<file path="src/rtl/disp_pkg.sv">
// Shared display-scan constants: FSM encoding, digit count, select/anode idle patterns.
// Also holds the leading-zero lit-mask helper used when leading-zero blanking is built in.
package disp_pkg;

    localparam logic [1:0] ST_IDLE  = 2'd0;
    localparam logic [1:0] ST_BLANK = 2'd1;
    localparam logic [1:0] ST_SHOW  = 2'd2;

    localparam int         NUM_DIGITS = 4;
    localparam logic [3:0] SEL_IDLE   = 4'b0000;
    localparam logic [3:0] SEL_FIRST  = 4'b0001;
    localparam logic [3:0] AN_OFF     = 4'b1111;

    // Bit i set when digit i carries a significant nibble; digit 0 is always shown.
    function automatic logic [3:0] lit_mask(input logic [15:0] n);
        logic [3:0] m;
        m    = 4'b0001;
        m[1] = |n[15:4];
        m[2] = |n[15:8];
        m[3] = |n[15:12];
        return m;
    endfunction

endpackage

</file>
<file path="src/rtl/phase_timer.sv">
// Loadable down-counter; tc is high while the count sits at zero.
// A load of N-1 therefore yields a phase exactly N cycles long; clr forces zero.
module phase_timer #(
    parameter int W = 4
) (
    input  logic         clk,
    input  logic         rst_n,
    input  logic         clr,
    input  logic         load,
    input  logic [W-1:0] load_val,
    output logic         tc
);

    logic [W-1:0] cnt_q;

    always_ff @(posedge clk or negedge rst_n) begin
        if (!rst_n) begin
            cnt_q <= '0;
        end else if (clr) begin
            cnt_q <= '0;
        end else if (load) begin
            cnt_q <= load_val;
        end else if (cnt_q != '0) begin
            cnt_q <= cnt_q - W'(1);
        end
    end

    assign tc = (cnt_q == '0);

endmodule

</file>
<file path="src/rtl/digit_scan_ctrl.sv">
// 4-digit 7-segment scan controller: one-hot sel ring, active-low anodes with a blanking gap.
// Optional leading-zero anode blanking is enabled with `define LEADING_ZERO_BLANK_EN.
module digit_scan_ctrl
    import disp_pkg::*;
#(
    parameter int PRESCALE     = 50000,
    parameter int BLANK_CYCLES = 4
) (
    input  logic        clk,
    input  logic        rst_n,
    input  logic        en,
    input  logic [15:0] N,
    output logic [3:0]  sel,
    output logic [3:0]  an,
    output logic [1:0]  digit_idx,
    output logic        frame_done
);

    localparam int MAXC = (PRESCALE > BLANK_CYCLES) ? PRESCALE : BLANK_CYCLES;
    localparam int CW   = $clog2(MAXC + 1);
    localparam logic [CW-1:0] SHOW_LD  = CW'(PRESCALE - 1);
    localparam logic [CW-1:0] BLANK_LD = CW'((BLANK_CYCLES > 0) ? BLANK_CYCLES - 1 : 0);

    logic       run_q;
    logic [1:0] state_q, state_d;
    logic [3:0] sel_q, sel_d;
    logic [3:0] an_q, an_d;
    logic [1:0] idx_q, idx_d;
    logic       fd_q, fd_d;

    logic          tmr_clr, tmr_load, tc;
    logic [CW-1:0] tmr_ld_val;
    logic          adv;
    logic [3:0]    nsel;
    logic [1:0]    nidx;
    logic [3:0]    lit;

`ifdef LEADING_ZERO_BLANK_EN
    assign lit = lit_mask(N);
`else
    logic unused_n;
    assign lit      = 4'b1111;
    assign unused_n = ^N;
`endif

    phase_timer #(.W(CW)) u_timer (
        .clk      (clk),
        .rst_n    (rst_n),
        .clr      (tmr_clr),
        .load     (tmr_load),
        .load_val (tmr_ld_val),
        .tc       (tc)
    );

    always_comb begin
        state_d    = state_q;
        sel_d      = sel_q;
        an_d       = an_q;
        idx_d      = idx_q;
        fd_d       = 1'b0;
        tmr_clr    = 1'b0;
        tmr_load   = 1'b0;
        tmr_ld_val = SHOW_LD;
        adv        = 1'b0;
        nsel       = SEL_FIRST;
        nidx       = 2'd0;

        // run_q holds the FSM for one edge after reset release.
        if (run_q) begin
            if (!en) begin
                state_d = ST_IDLE;
                sel_d   = SEL_IDLE;
                an_d    = AN_OFF;
                idx_d   = 2'd0;
                tmr_clr = 1'b1;
            end else begin
                case (state_q)
                    ST_IDLE: adv = 1'b1;
                    ST_BLANK: begin
                        if (tc) begin
                            state_d  = ST_SHOW;
                            an_d     = ~(sel_q & lit);
                            tmr_load = 1'b1;
                        end
                    end
                    ST_SHOW: begin
                        if (tc) begin
                            adv  = 1'b1;
                            nsel = {sel_q[2:0], sel_q[3]};
                            nidx = idx_q + 2'd1;
                            fd_d = (idx_q == 2'(NUM_DIGITS - 1));
                        end
                    end
                    default: begin
                        state_d = ST_IDLE;
                        sel_d   = SEL_IDLE;
                        an_d    = AN_OFF;
                        idx_d   = 2'd0;
                        tmr_clr = 1'b1;
                    end
                endcase

                // Start of a new digit slot: blank first unless the gap is configured away.
                if (adv) begin
                    sel_d    = nsel;
                    idx_d    = nidx;
                    tmr_load = 1'b1;
                    if (BLANK_CYCLES == 0) begin
                        state_d = ST_SHOW;
                        an_d    = ~(nsel & lit);
                    end else begin
                        state_d    = ST_BLANK;
                        an_d       = AN_OFF;
                        tmr_ld_val = BLANK_LD;
                    end
                end
            end
        end
    end

    always_ff @(posedge clk or negedge rst_n) begin
        if (!rst_n) begin
            run_q   <= 1'b0;
            state_q <= ST_IDLE;
            sel_q   <= SEL_IDLE;
            an_q    <= AN_OFF;
            idx_q   <= 2'd0;
            fd_q    <= 1'b0;
        end else begin
            run_q   <= 1'b1;
            state_q <= state_d;
            sel_q   <= sel_d;
            an_q    <= an_d;
            idx_q   <= idx_d;
            fd_q    <= fd_d;
        end
    end

    assign sel        = sel_q;
    assign an         = an_q;
    assign digit_idx  = idx_q;
    assign frame_done = fd_q;

endmodule

</file>
<file path="config.mk">
export PLATFORM = sky130hd
export DESIGN_NAME = digit_scan_ctrl
export DESIGN_NICKNAME = d
export VERILOG_FILES = /design/src/rtl/disp_pkg.sv /design/src/rtl/phase_timer.sv /design/src/rtl/digit_scan_ctrl.sv
export SDC_FILE = /design/constraint.sdc
export NUM_CORES = 1
export LEC_CHECK = 0
export CAP_MARGIN = 10
export CORE_ASPECT_RATIO = 1.75
export CORE_MARGIN = 10
export CORE_UTILIZATION = 25
export CTS_BUF_LIST = sky130_fd_sc_hd__clkbuf_8
export DETAILED_ROUTE_END_ITERATION = 8
export SYNTH_ARGS = -nofsm -noshare
export SYNTH_HDL_FRONTEND = slang
export SYNTH_HIERARCHICAL = 1
export SYNTH_SLANG_ARGS = --single-unit
</file>
<file path="constraint.sdc">
create_clock -name clk -period 7.11 [get_ports clk]
set_clock_uncertainty 0.15 [all_clocks]
set_input_delay 1.422 -clock clk [delete_from_list [all_inputs] [get_ports clk]]
set_output_delay 1.422 -clock clk [all_outputs]
set_load 0.01 [all_outputs]
</file>
# Yosys cells after proc, flatten, opt, wreduce, memory -nomap -nowiden
# Index checks and enable logic that the tools add are counted.
[classes] add_sub_neg=2 n_eq_ne=6 mux=39 n_bitwise=1 reduce_logical=8
[op_table] operator="16-bit 2-to-1 mux" n=6
[op_table] operator="4-bit 2-to-1 mux" n=8
[op_table] operator="16-bit logical NOT" n=1
[op_table] operator="2-bit 2-to-1 mux" n=8
[op_table] operator="16-bit nonzero test" n=1
[op_table] operator="16-bit by 1-bit subtractor with 16-bit output, second input constant" n=1
[op_table] operator="1-bit 2-to-1 mux" n=14
[op_table] operator="4-bit case mux with 2 select lines" n=1
[op_table] operator="3-bit by 2-bit inequality test with 1-bit output, second input constant" n=2
[op_table] operator="2-bit equality test, second input constant" n=2
[op_table] operator="4-bit inequality test, second input constant" n=1
[op_table] operator="4-bit inverter" n=1
[op_table] operator="2-bit case mux with 2 select lines" n=1
[op_table] operator="3-bit AND reduction" n=1
[op_table] operator="3-bit nonzero test" n=1
[op_table] operator="3-bit OR reduction" n=1
[op_table] operator="2-bit by 1-bit adder with 2-bit output, second input constant" n=1
[op_table] operator="2-bit by 1-bit equality test with 1-bit output, second input constant" n=1
[op_table] operator="2-bit logical NOT" n=1
[op_table] operator="1-bit case mux with 2 select lines" n=1
[op_table] operator="2-bit AND reduction" n=1
[op_table] operator="2-bit OR reduction" n=1
[totals] regBits=30 input_bits=19 out_inout_bits=11 elab_cells=63

# Depth between registers and ports, before layout
# Gate-level depths: netlist (run 1).
[logic_depth] depth_word=10 depth_mapped=13 depth_no_buf=10

# Cells and area by module
# Netlist (run 1), hierarchy kept.
[modules_own_cells] module="phase_timer" instances=1 cells_each=108 area_each_um2=984.7 seq_area_each_um2=400.4
[modules_own_cells] module="digit_scan_ctrl" instances=1 cells_each=62 area_each_um2=700.7 seq_area_each_um2=355.3

# Worst setup path before layout (run 1)
# OpenSTA, ideal clock, no wires.
[synth_path] kind="reg-to-reg" start="register u_timer.cnt_q[0]" end="register u_timer.cnt_q[13]" arrival_ps=2541 t_required_ps=6873 path_slack_ps=4332 stages_incl_launch_ff=14 path_buffers=3 period_less_slack_ps=2778 path_cell_list="dfrtp_1 inv_1 ha_1 nor4b_1 and4_1 buf_2 buf_2 nand2b_1 nand4_1 o21ai_0 inv_1 a21o_2 buf_4 a211oi_2"
[synth_via] elab_chain_len=10
[synth_rtl] item="start: declaration" line_no="phase_timer.sv:14" text="logic [W-1:0] cnt_q;"
[synth_rtl] item="start signal: assignment" line_no="phase_timer.sv:22" text="cnt_q <= load_val;"
[synth_rtl] item="start signal: assignment" line_no="phase_timer.sv:24" text="cnt_q <= cnt_q - W'(1);"
[synth_rtl] item="16-bit logical NOT (*)" line_no="phase_timer.sv:28" text="assign tc = (cnt_q == '0);"
[synth_rtl] item="via tc" line_no="digit_scan_ctrl.sv:31" text="logic tmr_clr, tmr_load, tc;"
[synth_rtl] item="1-bit 2-to-1 mux (*)" line_no="digit_scan_ctrl.sv:80, digit_scan_ctrl.sv:87"
[synth_rtl] item="1-bit case mux with 2 select lines" line_no="digit_scan_ctrl.sv:77" text="case (state_q)"
[synth_rtl] item="1-bit 2-to-1 mux" line_no="digit_scan_ctrl.sv:70" text="if (!en) begin"
[synth_rtl] item="1-bit 2-to-1 mux" line_no="digit_scan_ctrl.sv:69" text="if (run_q) begin"
[synth_rtl] item="1-bit 2-to-1 mux (*)" line_no="digit_scan_ctrl.sv:104" text="if (adv) begin"
[synth_rtl] item="1-bit 2-to-1 mux (*)" line_no="digit_scan_ctrl.sv:70"
[synth_rtl] item="1-bit 2-to-1 mux (*)" line_no="digit_scan_ctrl.sv:69"
[synth_rtl] item="via tmr_load" line_no="digit_scan_ctrl.sv:31"
[synth_rtl] item="16-bit 2-to-1 mux" line_no="phase_timer.sv:21" text="end else if (load) begin"
[synth_rtl] item="16-bit 2-to-1 mux" line_no="phase_timer.sv:19" text="end else if (clr) begin"
# The timed path passes the listed nets; every way through them passes the cells marked *. The select of a mux whose other input is x is not followed.
# A chain may end at the register's enable or synchronous reset.

# Worst setup path in the final report (run 1)
[layout_path] start="input en" end="register u_timer.cnt_q[8]"
[layout_via] elab_chain_len=4
[layout_rtl] item="start: declaration" line_no="digit_scan_ctrl.sv:11" text="input logic en,"
[layout_rtl] item="1-bit 2-to-1 mux (*)" line_no="digit_scan_ctrl.sv:70"
[layout_rtl] item="1-bit 2-to-1 mux (*)" line_no="digit_scan_ctrl.sv:69"
[layout_rtl] item="via tmr_load" line_no="digit_scan_ctrl.sv:31"
[layout_rtl] item="16-bit 2-to-1 mux" line_no="phase_timer.sv:21"
[layout_rtl] item="16-bit 2-to-1 mux" line_no="phase_timer.sv:19"
# The timed path passes the listed nets; every way through them passes the cells marked *.

==> results of run 1 <==
[power groups by stage]
stage | sequential (mW) | clock (mW) | combinational [mW]
after global placement | 0.271 | 0 | 0.191
after global routing | 0.277 | 0.152 | 0.222
after CTS | 0.270 | 0.146 | 0.198
final | 0.270 | 0.139 | 0.194
after floorplan | 0.256 | 0 | 0.167
after detailed placement | 0.273 | 0 | 0.196
[synth_stat cells (2+ instances only)]
cell and instances:
nand2b_1 3, a211oi_2 3, dfrtp_1 26, buf_4 3, o31ai_1 2, nand2_1 21
conb_1 2, xnor2_1 11, o21ai_0 3, buf_2 2, or4_1 2, nand4_1 2
xor2_1 4, ha_1 2, nor3_1 3, nor2_1 15, clkbuf_1 3, nand3_1 2
nor4_1 2, dfstp_2 4, a32o_1 4, a211oi_1 3, nor3_2 3, a2bb2oi_1 4
mux2i_1 2, a21oi_1 11, inv_1 5
[per-layer routing]
layer	vias up	global-route usage [%]	part of all wire [%]
met4	0	4.125	2.4
met5	-	0	0
li1	635	-	-
met2	16	14.09	56
met3	6	2.789	4.9
met1	613	7.054	37
[critical path: stages]
cell             delay [ns]
clkdlybuf4s50_1        0.64
nand4_1                0.40
o21ai_0                0.20
buf_4                  0.20
inv_1                  0.32
a21o_2                 0.42
a211oi_1               0.22
[state kept, by name, indices dropped and copies added, names as in the netlist]
name,flops
frame_done,1
state_q,2
digit_idx,2
u_timer/cnt_q,16
sel,4
run_q,1
an,4
[per-stage QoR]
step | instance area (um^2) | cells | hold WS, ns
6_report | 2004 | 274 | 0.3211
3_3_place_gp | 1914 | 266 | 0.3125
2_1_floorplan | 1715 | 178 | 0.3360
4_1_cts | 2004 | 274 | 0.3255
5_1_grt | 2004 | 274 | 0.3437
3_5_place_dp | 1914 | 266 | 0.3129
[cell type report]
type / instances / area, um^2 / share of cell area, %
Multi-Input combinational cell: 133 / 888.4 / 44.32
Sequential cell: 30 / 755.7 / 37.70
Timing Repair Buffer: 15 / 145.1 / 7.241
Tap cell: 82 / 102.6 / 5.119
Clock buffer: 6 / 82.58 / 4.120
Inverter: 6 / 22.52 / 1.124
Clock inverter: 2 / 7.507 / 0.3745
[cells by family after synthesis]
family / synth area share, %
adders and majority gates: 1.485
DFF: 44.84
xor gates and xnor gates: 7.795
and+or+nand+nor: 21.75
muxes: 1.188
buffers and inverters: 4.231
other: 0.4456
AOI/OAI and AO/OA: 18.26
[final timing paths]
path	start	endpoint	slack [ns]	cells after the start
worst max-delay path	en	u_timer/cnt_q[8]	3.33	7
worst min-delay path	sel[1]	an[1]	0.32	1
worst max register to register	u_timer/cnt_q[0]	u_timer/cnt_q[8]	3.42	11
worst min register to register	sel[1]	an[1]	0.32	1
max in group asynchronous	rst_n	an[0]	5.10	2
min in group asynchronous	rst_n	u_timer/cnt_q[8]	1.39	2
==> impl_metrics.yaml, run 1 <==
run_status:
  status: "finished, final reports clean"
floorplan:
  fp.coreArea_mm2: 0.006539
  pin_count: 30
  initial_core_util_pct: 25.77
  die_area_mm2: 0.01055
  die_h_um: 128.6
  die_w_um: 82.07
  num_rows: 39
synthesis:
  synth_area_leaders: "dfrtp_1 39%, dfstp_2 6.2%, xnor2_1 5.7%"
  ys_ff_latch: 30
  yosysWarnings: 6
  synth_top_area_share_pct: 38.60
  synth_cells: 170
  syn_area_mm2: 0.001685
  synth_largest_area_cell: "dfrtp_1"
  yosysSeqAreaShare_pct: 44.84
  avgSynthCellArea_um2: 9.914
  synth-edff-count: 0
  synth_cell_types: 50
  synth_ff_type: "dfrtp_1"
  async_flop_share_pct: 100.0
cells_and_area:
  final_cell_mix: "26 x dfrtp_1, 21 x nand2_1, 15 x nor2_1, 13 x clkdlybuf4s50_1"
  final_nets: 212
  area_growth_pct: 18.93
  antenna_cells: 0
  drive_gt1_share_pct: 14.06
  final_common_cell: "dfrtp_1"
  final_util_pct: 30.65
  fill_cells: 710
sta:
  setup-tns-final_ns: 0
  setup_violations: 0
  timing.fmax_ghz: 0.2643
  worst_pin_slew_ns: 0.6790
  period_share_pct: 53.22
  rsz0062_at_grt: "no"
  drv_slew: 0
  min_period_ns: 3.784
  setup_ws_ns: 3.326
  finalHoldViolCount: 0
  slew_headroom_pct: 54.68
clock_tree:
  cts_resized: 0
  htree_levels: 2
  clock_path_buffers: 2
  clk_latency_ns: 0.28
  cts_tree: "yes"
  root_buffer: "clkbuf_8"
  cts_made_buffers: 5
  post-cts-setup-buffer-count: 0
  clk_pin_slew_ns: 0.07
  hold_buffers: 0
  clock-sinks: 30
drt:
  wirelength_mm: 3.728
  via_per_inst: 4.635
  vias: 1270
  route.detailed.drc: 0
  initialDrtViolationCount: 59
  dr.pass1.iters: 3
  antenna_left: 0
  routedWlPerCell_um: 13.61
grt:
  grt_max_degree: 31
  grt_pass1_wl_mm: 6.354
  grt_usage_pct: 7.712
  antenna_found_initial: 0
  grt_pass1_vias: 1378
  grt_overflow: 0
power_and_ir_drop:
  finalPower_mw: 0.6037
  p_switching_mw: 0.2181
  seqPwrFrac_pct: 44.7
  sw_frac_of_total_pct: 36.12
  p_comb_share_pct: 32.2
  clockPowerShare_pct: 23.1
  leakage_nw: 0.8482
  intPower_mw: 0.3857
  ir_drop_mv: 0.1152
  power.density_mw_per_mm2: 301.2
hold_path:
  hp-class: "register to register"
critical_path:
  worstSetupEndpointType: "register"
  critical_path.startpoint_type: "input port"
  crit_type: "input port to register"
  crit_fanout: 21
  crit_required_ns: 7.15
  worstPathArrival_ns: 3.82
placed_design:
  dp_hpwl_mm: 2.656
  port_buffers: 13
  place.gp.congestion: 0.7786
  pre_cts_ws_ns: 2.980
flow_run:
  maxCapViolations: 0
No activity file was read; power rests on OpenSTA's default activity.
==> run 2: changes to the inputs <==
clock period = 3.8 ns   (was 7.11 ns; I/O delays follow)
==> run 2 against run 1 <==
Against the previous run: utilization increased by 0.71 points; cell count is 1.1% higher; combinational power grew 89%; largest power group unchanged; routed wire length rose by 1.4%; global-route usage increased by 0.20 points; total power increased by 99%; worst hold slack better by 0.017 ns.
==> impl_metrics.yaml, run 2 (synthesis gave the netlist of run 1 again) <==
drt:
  routedWlPerCell_um: 13.65
  vias: 1305
  dr.pass1.iters: 4
  initialDrtViolationCount: 38
  wirelength_mm: 3.780
  route.detailed.drc: 0
  via_per_inst: 4.711
  antenna_left: 0
sta:
  rsz0062_at_grt: "no"
  timing.fmax_ghz: 0.3539
  min_period_ns: 2.825
  period_share_pct: 74.35
  holdWs_ns: 0.3383
  setup_violations: 0
  setup-tns-final_ns: 0
  finalHoldViolCount: 0
  drv_slew: 0
cells_and_area:
  regMostFlops: "u_timer/cnt_q"
  final_cell_mix: "26 x dfrtp_1, 21 x nand2_1, 15 x nor2_1, 13 x clkdlybuf4s50_1"
  final_common_cell: "dfrtp_1"
  final_nets: 215
  antenna_cells: 0
  drive_gt1_share_pct: 16.41
  largest_reg_flops: 16
  area_growth_pct: 21.68
grt:
  antenna_found_initial: 0
  grt_pass1_vias: 1415
  grt_overflow: 0
  grt_pass1_wl_mm: 6.637
  grt_usage_pct: 7.911
  grt_max_degree: 31
floorplan:
  initial_core_util_pct: 25.77
  die_w_um: 82.07
  fp.coreArea_mm2: 0.006539
  die_area_mm2: 0.01055
  pin_count: 30
  num_rows: 39
  die_h_um: 128.6
critical_path:
  crit_chain: "inv_1 -> ha_1 -> nor4b_1 -> and4_1 -> nand2b_1 -> nand4_1 -> buf_4 -> o21ai_0 -> buf_4 -> inv_1 -> a21o_2 -> a211oi_1"
  crit_type: "register to register"
  crit_required_ns: 3.85
  crit_path_max_incr_delay_ns: 0.42
  worst_r2r_endpoint: "u_timer/cnt_q[10]"
  worstSetupEndpointType: "register"
  worstPathArrival_ns: 2.87
  rrSetupSlack_ns: 0.97
  crit_fanout: 14
  reg2reg_from: "u_timer/cnt_q[0]"
  cpMaxStageDelayCell: "dfrtp_1"
  critical_path.startpoint_type: "register"
  r2r_cells: 12
clock_tree:
  hold_buffers: 0
  cts_made_buffers: 5
  clk_latency_ns: 0.29
  cts_resized: 0
  cts_tree: "yes"
  post-cts-setup-buffer-count: 0
  clock_path_buffers: 2
  htree_levels: 2
  clk_pin_slew_ns: 0.07
  root_buffer: "clkbuf_8"
  clock-sinks: 30
power_and_ir_drop:
  finalPower_mw: 1.199
  ir_drop_mv: 0.2532
  power.density_mw_per_mm2: 584.9
  leakage_nw: 0.8588
hold_path:
  whs_path_depth: 1
  hp-class: "register to register"
  whs_endpoint: "an[2]"
  min_from: "sel[2]"
flow_run:
  maxCapViolations: 0
placed_design:
  port_buffers: 13
  place.gp.congestion: 0.7980
  dp_hpwl_mm: 2.679
run_status:
  status: "finished, final reports clean"
[run 2: through the flow]
| stage | utilization [%] | setup WS (ns) | instances | area (um^2) |
|---|---|---|---|---|
| after global placement | 29.62 | 0.9763 | 269 | 1937 |
| after floorplan | - | 1.022 | 178 | 1715 |
| final | 31.36 | 0.9747 | 277 | 2051 |
| after detailed placement | 29.62 | 0.9497 | 269 | 1937 |
| after global routing | 31.36 | 0.6399 | 277 | 2051 |
| after CTS | 31.36 | 0.9390 | 277 | 2051 |
[run 2: critical path: cells and delay by family (launching register included)]
| family | cells | cell delay [ns] |
|---|---|---|
| simple gates | 4 | 0.79 |
| buf+inv | 4 | 0.54 |
| fa+ha+maj | 1 | 0.24 |
| compound gates | 3 | 0.58 |
| flops | 1 | 0.42 |
[run 2: worst max-delay path by stage]
stage / start / endpoint / cells past startpoint
after floorplan: u_timer/cnt_q[0] / u_timer/cnt_q[14] / 13
after global placement: u_timer/cnt_q[0] / u_timer/cnt_q[9] / 12
after detailed placement: u_timer/cnt_q[0] / u_timer/cnt_q[8] / 12
after CTS: u_timer/cnt_q[0] / u_timer/cnt_q[9] / 12
after global routing: u_timer/cnt_q[0] / u_timer/cnt_q[9] / 12
final: u_timer/cnt_q[0] / u_timer/cnt_q[10] / 12
[run 2: metal layers]
layer	wire length, um	part of all wire, %	up-vias	track usage, %
met5	0	0	-	0
met4	64	1.7	0	3.421
met3	220	5.8	6	3.068
met2	2127	56	20	14.37
met1	1369	36	638	7.524
li1	-	-	641	-
[run 2: where the power goes]
part	switching (mW)	internal, mW
registers	0.112	0.393
clock network	0.134	0.195
logic	0.177	0.189
[run 2: final cells by class]
class | count | area [um^2]
Inverter | 6 | 22.52
Fill cell | 729 | 4488
Clock inverter | 3 | 45.04
Multi-Input combinational cell | 133 | 888.4
Sequential cell | 30 | 755.7
Clock buffer | 5 | 68.82
Tap cell | 82 | 102.6
Timing Repair Buffer | 18 | 167.7
